===== src/rtl/pig_turn_ctrl.sv =====
// Turn and score controller for a two-player electronic pig game.
//
// Consumer end of the dice interface. While the player holds the roll button
// it drives en_roll to the dice block. After release it waits for the dice
// value to settle, then samples it and applies the pig rules:
//   - a 1 clears the turn total and passes the turn;
//   - 2..6 adds to the turn total;
//   - hold banks the turn total into the current player's score.
//
// Ports:
//   clock        system clock
//   reset        asynchronous, active-low reset
//   new_game     synchronous clear pulse, overrides everything
//   roll_btn     debounced roll button (level)
//   hold_btn     debounced hold button (single-cycle pulse)
//   roll         dice value from the dice block, legal range 1..6
//   en_roll      registered enable to the dice block
//   cur_player   player whose turn it is (0 or 1)
//   turn_total   points accumulated in the current turn
//   score0/1     banked scores
//   last_roll    last legal roll sampled
//   pig_out      one-cycle pulse when a 1 is rolled
//   bad_roll     one-cycle pulse when an illegal dice value is sampled
//   winner_valid high once a player has won, until cleared
//   winner       index of the winning player
module pig_turn_ctrl #(
  parameter int WIN_SCORE  = 100,
  parameter int SCORE_W    = 7,
  parameter int SETTLE_CYC = 8
) (
  input  logic               clock,
  input  logic               reset,
  input  logic               new_game,
  input  logic               roll_btn,
  input  logic               hold_btn,
  input  logic [3:0]         roll,
  output logic               en_roll,
  output logic               cur_player,
  output logic [SCORE_W-1:0] turn_total,
  output logic [SCORE_W-1:0] score0,
  output logic [SCORE_W-1:0] score1,
  output logic [3:0]         last_roll,
  output logic               pig_out,
  output logic               bad_roll,
  output logic               winner_valid,
  output logic               winner
);

  // The counter only has to hold 0..SETTLE_CYC-1.
  localparam int CNT_W = (SETTLE_CYC > 1) ? $clog2(SETTLE_CYC) : 1;

  typedef enum logic [2:0] {
    S_WAIT, S_ROLL, S_SETTLE, S_EVAL, S_BANK, S_WIN
  } state_t;

  state_t             state, state_nx;
  logic [CNT_W-1:0]   cnt, cnt_nx;
  logic               en_nx, cp_nx, pig_nx, bad_nx, wv_nx, w_nx;
  logic [SCORE_W-1:0] tt_nx, s0_nx, s1_nx, bank_score;
  logic [3:0]         lr_nx;

  // Adds two scores, clamping at the all-ones maximum instead of wrapping.
  function automatic logic [SCORE_W-1:0] sat_add(input logic [SCORE_W-1:0] a,
                                                 input logic [SCORE_W-1:0] b);
    logic [SCORE_W:0] sum;
    sum = {1'b0, a} + {1'b0, b};
    return sum[SCORE_W] ? {SCORE_W{1'b1}} : sum[SCORE_W-1:0];
  endfunction

  function automatic logic is_scoring(input logic [3:0] v);
    return (v >= 4'd2) && (v <= 4'd6);
  endfunction

  always_comb begin
    state_nx   = state;
    cnt_nx     = cnt;
    en_nx      = en_roll;
    cp_nx      = cur_player;
    tt_nx      = turn_total;
    s0_nx      = score0;
    s1_nx      = score1;
    lr_nx      = last_roll;
    pig_nx     = 1'b0;
    bad_nx     = 1'b0;
    wv_nx      = winner_valid;
    w_nx       = winner;
    bank_score = sat_add(cur_player ? score1 : score0, turn_total);

    if (new_game) begin
      state_nx = S_WAIT;
      cnt_nx   = '0;
      en_nx    = 1'b0;
      cp_nx    = 1'b0;
      tt_nx    = '0;
      s0_nx    = '0;
      s1_nx    = '0;
      lr_nx    = '0;
      wv_nx    = 1'b0;
      w_nx     = 1'b0;
    end else begin
      unique case (state)
        S_WAIT: begin
          // Roll takes precedence; a simultaneous hold is dropped.
          if (roll_btn) begin
            state_nx = S_ROLL;
            en_nx    = 1'b1;
          end else if (hold_btn) begin
            state_nx = S_BANK;
          end
        end
        S_ROLL: begin
          if (!roll_btn) begin
            state_nx = S_SETTLE;
            en_nx    = 1'b0;
            cnt_nx   = '0;
          end
        end
        S_SETTLE: begin
          // Give the dice block time to present a stable value.
          if (cnt == CNT_W'(SETTLE_CYC - 1)) state_nx = S_EVAL;
          else                               cnt_nx   = cnt + CNT_W'(1);
        end
        S_EVAL: begin
          state_nx = S_WAIT;
          if (roll == 4'd1) begin
            tt_nx  = '0;
            lr_nx  = 4'd1;
            pig_nx = 1'b1;
            cp_nx  = ~cur_player;
          end else if (is_scoring(roll)) begin
            lr_nx = roll;
            tt_nx = sat_add(turn_total, SCORE_W'(roll));
          end else begin
            bad_nx = 1'b1;
          end
        end
        S_BANK: begin
          tt_nx = '0;
          if (cur_player) s1_nx = bank_score;
          else            s0_nx = bank_score;
          if (int'(bank_score) >= WIN_SCORE) begin
            wv_nx    = 1'b1;
            w_nx     = cur_player;
            state_nx = S_WIN;
          end else begin
            cp_nx    = ~cur_player;
            state_nx = S_WAIT;
          end
        end
        S_WIN: begin
          en_nx = 1'b0;
        end
        default: state_nx = S_WAIT;
      endcase
    end
  end

  always_ff @(posedge clock or negedge reset) begin
    if (!reset) begin
      state        <= S_WAIT;
      cnt          <= '0;
      en_roll      <= 1'b0;
      cur_player   <= 1'b0;
      turn_total   <= '0;
      score0       <= '0;
      score1       <= '0;
      last_roll    <= '0;
      pig_out      <= 1'b0;
      bad_roll     <= 1'b0;
      winner_valid <= 1'b0;
      winner       <= 1'b0;
    end else begin
      state        <= state_nx;
      cnt          <= cnt_nx;
      en_roll      <= en_nx;
      cur_player   <= cp_nx;
      turn_total   <= tt_nx;
      score0       <= s0_nx;
      score1       <= s1_nx;
      last_roll    <= lr_nx;
      pig_out      <= pig_nx;
      bad_roll     <= bad_nx;
      winner_valid <= wv_nx;
      winner       <= w_nx;
    end
  end

endmodule


===== config.mk =====
export PLATFORM = sky130hd
export DESIGN_NAME = pig_turn_ctrl
export DESIGN_NICKNAME = d
export VERILOG_FILES = /design/src/rtl/pig_turn_ctrl.sv
export SDC_FILE = /design/constraint.sdc
export NUM_CORES = 1
export LEC_CHECK = 0
export BUFFER_PORTS_ARGS = -buffer_cell sky130_fd_sc_hd__buf_2
export CAP_MARGIN = 20
export CORE_MARGIN = 4
export CORE_UTILIZATION = 60
export CTS_CLUSTER_DIAMETER = 100
export DETAILED_ROUTE_END_ITERATION = 8
export PLACE_DENSITY_LB_ADDON = 0.08
export SLEW_MARGIN = 20
export SYNTH_ARGS = -nofsm -noshare
export SYNTH_HDL_FRONTEND = slang
export SYNTH_SLANG_ARGS = --single-unit

===== constraint.sdc =====
create_clock -name clock -period 4.3 [get_ports clock]
set_input_delay 0.645 -clock clock [delete_from_list [all_inputs] [get_ports clock]]
set_output_delay 0.645 -clock clock [all_outputs]
set_load 0.02 [all_outputs]

==> flow_summary.ini <==
[cts]
h-tree-depth = 2
postCtsSetupRepairBufs = 0
ctsResizeCount = 0
clk_path_buf_depth = 2
numCtsBuffers = 5
clockRootBuffer = clkbuf_8
clock_latency_ps = 290
path_clk_slew_ps = 80
cts_tree = done
cts_hold_buf = 0
clkSinkCount = 37

[route]
drc_errors = 0
drt_wl_total_um = 4718
vias = 1815
wl_per_cell_um = 15.32
antenna_left = 0
drt_first_iter_violations = 81
avgViaCountPerCell = 5.893
firstDrtPassIters = 4

[finish]
nets = 283
final_cells = 308
diodes = 0
drive_above_1_share_pct = 23.46
syn2layout_area_growth_pct = 12.31

[place]
io_buffers = 39
dp.cells = 300
gp_congestion = 0.9100
dp.final_hpwl_um = 3535

[sta]
tns_ps = 0
hold_viol_final = 0
worst_pin_slew_ps = 788.8
finClkSkew_ps = 8.317
period_share_pct = 69.39
finalSetupViolations = 0
rsz0062_at_grt = no
report.final.slew_viol_count = 0
timing.fmax_ghz = 0.3351
period_needed_ps = 2984
max_slew_margin_pct = 47.42

[logic_synthesis]
yosysWarnings = 0
synth_edf_count = 0
synth.distinct_cells = 53
synthFlopType = dfrtp_1
synth-seq-area-share_pct = 40.66
synth.area.top_cells = dfrtp_1 41%, ha_1 7.1%, mux2_1 6.4%, a21oi_1 6.2%, mux2_2 3.5%
yosysTopAreaCell = dfrtp_1
syn_avg_cell_area_um2 = 10.30
ys_seq_elements = 37
async_reset_ff_share_pct = 100.0
synth_nets = 245
synth_top_area_share_pct = 40.66
syn_area_um2 = 2277
synthCells = 221

[critical_path]
path_class = reg -> reg
start_kind = flop
worstPathRequired_ps = 4510
arrival_ps = 3200
endpoint_kind = flop
path_max_fanout = 14

[power]
power_leakage_nw = 1.328
peakVddDrop_mv = 0.3367
p_per_area_nw_per_um2 = 497.1

[die]
fp.dieH_um = 69.61
ios = 40
core_area_um2 = 3661
die_w_um = 69.61
rows = 22
die_area_um2 = 4845
start_util_pct = 62.20

[grt]
grt_usage_pct = 21.12
grt_pass1_vias = 1740
grt_pass1_wl_um = 8190
antenna_found_initial = 0
grt_max_degree = 38
gr-total-overflow = 0

[hold_path]
worstHoldPathType = in -> async

[outcome]
outcome = finished clean

[flow_run]
cap_violations = 0
critical path, cell delays in order (launching register included):
cell      delay, ps
dfrtp_1         670
mux2_1          380
ha_1            200
inv_1            70
fa_1            190
and2b_1         210
o2111a_1        260
a211oi_2        300
nor2_1          100
a211oi_1        320
mux2i_1         220
cell usage in the layout (no fill, tap or decap), types with 2 or more instances in the layout:
cell / Yosys / layout
nand3b_1: 2 / 2
buf_2: 1 / 39
and2_1: 2 / 2
and3_1: 2 / 2
ha_1: 13 / 13
o21a_1: 4 / 4
nor2_1: 11 / 11
a31oi_1: 3 / 3
a311oi_1: 2 / 2
a21oi_1: 28 / 28
a21o_1: 6 / 6
clkbuf_8: 0 / 5
mux2i_1: 3 / 3
nand2b_1: 5 / 5
nor3_1: 6 / 6
clkinv_2: 0 / 2
inv_1: 12 / 12
o21ai_1: 6 / 6
nor3b_1: 3 / 3
dfrtp_1: 37 / 37
fa_1: 2 / 2
or3_1: 2 / 2
a211oi_1: 3 / 3
nand3_1: 3 / 3
mux2_1: 13 / 13
or2_1: 2 / 2
a22o_1: 2 / 2
nand2_1: 6 / 6
xor2_1: 4 / 4
o21bai_1: 3 / 3
o21ai_0: 2 / 2
mux2_2: 7 / 7
per-stage QoR:
| stage | setup WS (ps) | util [%] | area, um^2 | total power, mW | hold WS (ps) |
|---|---|---|---|---|---|
| floorplan | 1346 | - | 2277 | 0.8770 | 349.4 |
| global placement | 1469 | 67.50 | 2471 | 1.026 | 471.9 |
| detailed placement | 1383 | 67.50 | 2471 | 1.035 | 485.9 |
| CTS | 1366 | 69.86 | 2557 | 1.276 | 465.8 |
| global route | 1161 | 69.86 | 2557 | 1.362 | 497.2 |
| finish | 1316 | 69.86 | 2557 | 1.271 | 426.1 |
registers in the layout, summed over array words and instances, names as in the netlist:
signal        count
bad_roll          1
cnt               3
cur_player        1
en_roll           1
last_roll         4
pig_out           1
score0            7
score1            7
state             3
turn_total        7
winner            1
winner_valid      1
cell type report:
type	instances	area [um^2]
well taps	48	60.06
multi-input cells	162	1235
clock buffers	5	68.82
clock inverters	3	17.52
fillers	285	1104
flip-flops and latches	37	925.9
inverters	14	55.05
repair buffers	39	195.2
logic make-up after synthesis:
family / after synthesis / synth area share, %
compound gates: 68 / 19.62
xor+xnor: 5 / 1.923
fa+ha+maj: 15 / 8.901
buf+inv: 22 / 5.109
flops: 37 / 40.66
mux: 23 / 11.21
simple gates: 51 / 12.58
path summary, 6_finish.rpt:
check / from / end / slack [ps] / cells after the start
max: cur_player / cur_player / 1320 / 10
min: reset / last_roll[3] / 430 / 1
max reg2reg: cur_player / cur_player / 1320 / 10
min reg2reg: last_roll[3] / last_roll[3] / 500 / 2
max in group asynchronous: reset / score1[3] / 3370 / 1
min in group clock: last_roll[3] / last_roll[3] / 500 / 2
cell usage after synthesis (5+ instances only):
| library cell | count |
|---|---|
| a21o_1 | 6 |
| a21oi_1 | 28 |
| dfrtp_1 | 37 |
| ha_1 | 13 |
| inv_1 | 12 |
| mux2_1 | 13 |
| mux2_2 | 7 |
| nand2_1 | 6 |
| nand2b_1 | 5 |
| nor2_1 | 11 |
| nor3_1 | 6 |
| o21ai_1 | 6 |
metal layers:
| layer | vias to the layer above | GRT usage [%] | routed length [um] |
|---|---|---|---|
| met5 | - | 0 | 0 |
| met2 | 56 | 33.37 | 2095 |
| met3 | 15 | 4.783 | 248 |
| li1 | 888 | - | - |
| met4 | 0 | 7.809 | 110 |
| met1 | 856 | 28.33 | 2265 |
where the power goes:
group          total (mW)  leakage, nW  switching [mW]  internal, mW
Sequential          0.481        0.500          0.0642         0.417
Combinational       0.553        0.784           0.333         0.220
Clock               0.237       0.0439           0.125         0.112
Total                1.27         1.33           0.522         0.749
No activity file was read; power rests on OpenSTA's default activity.
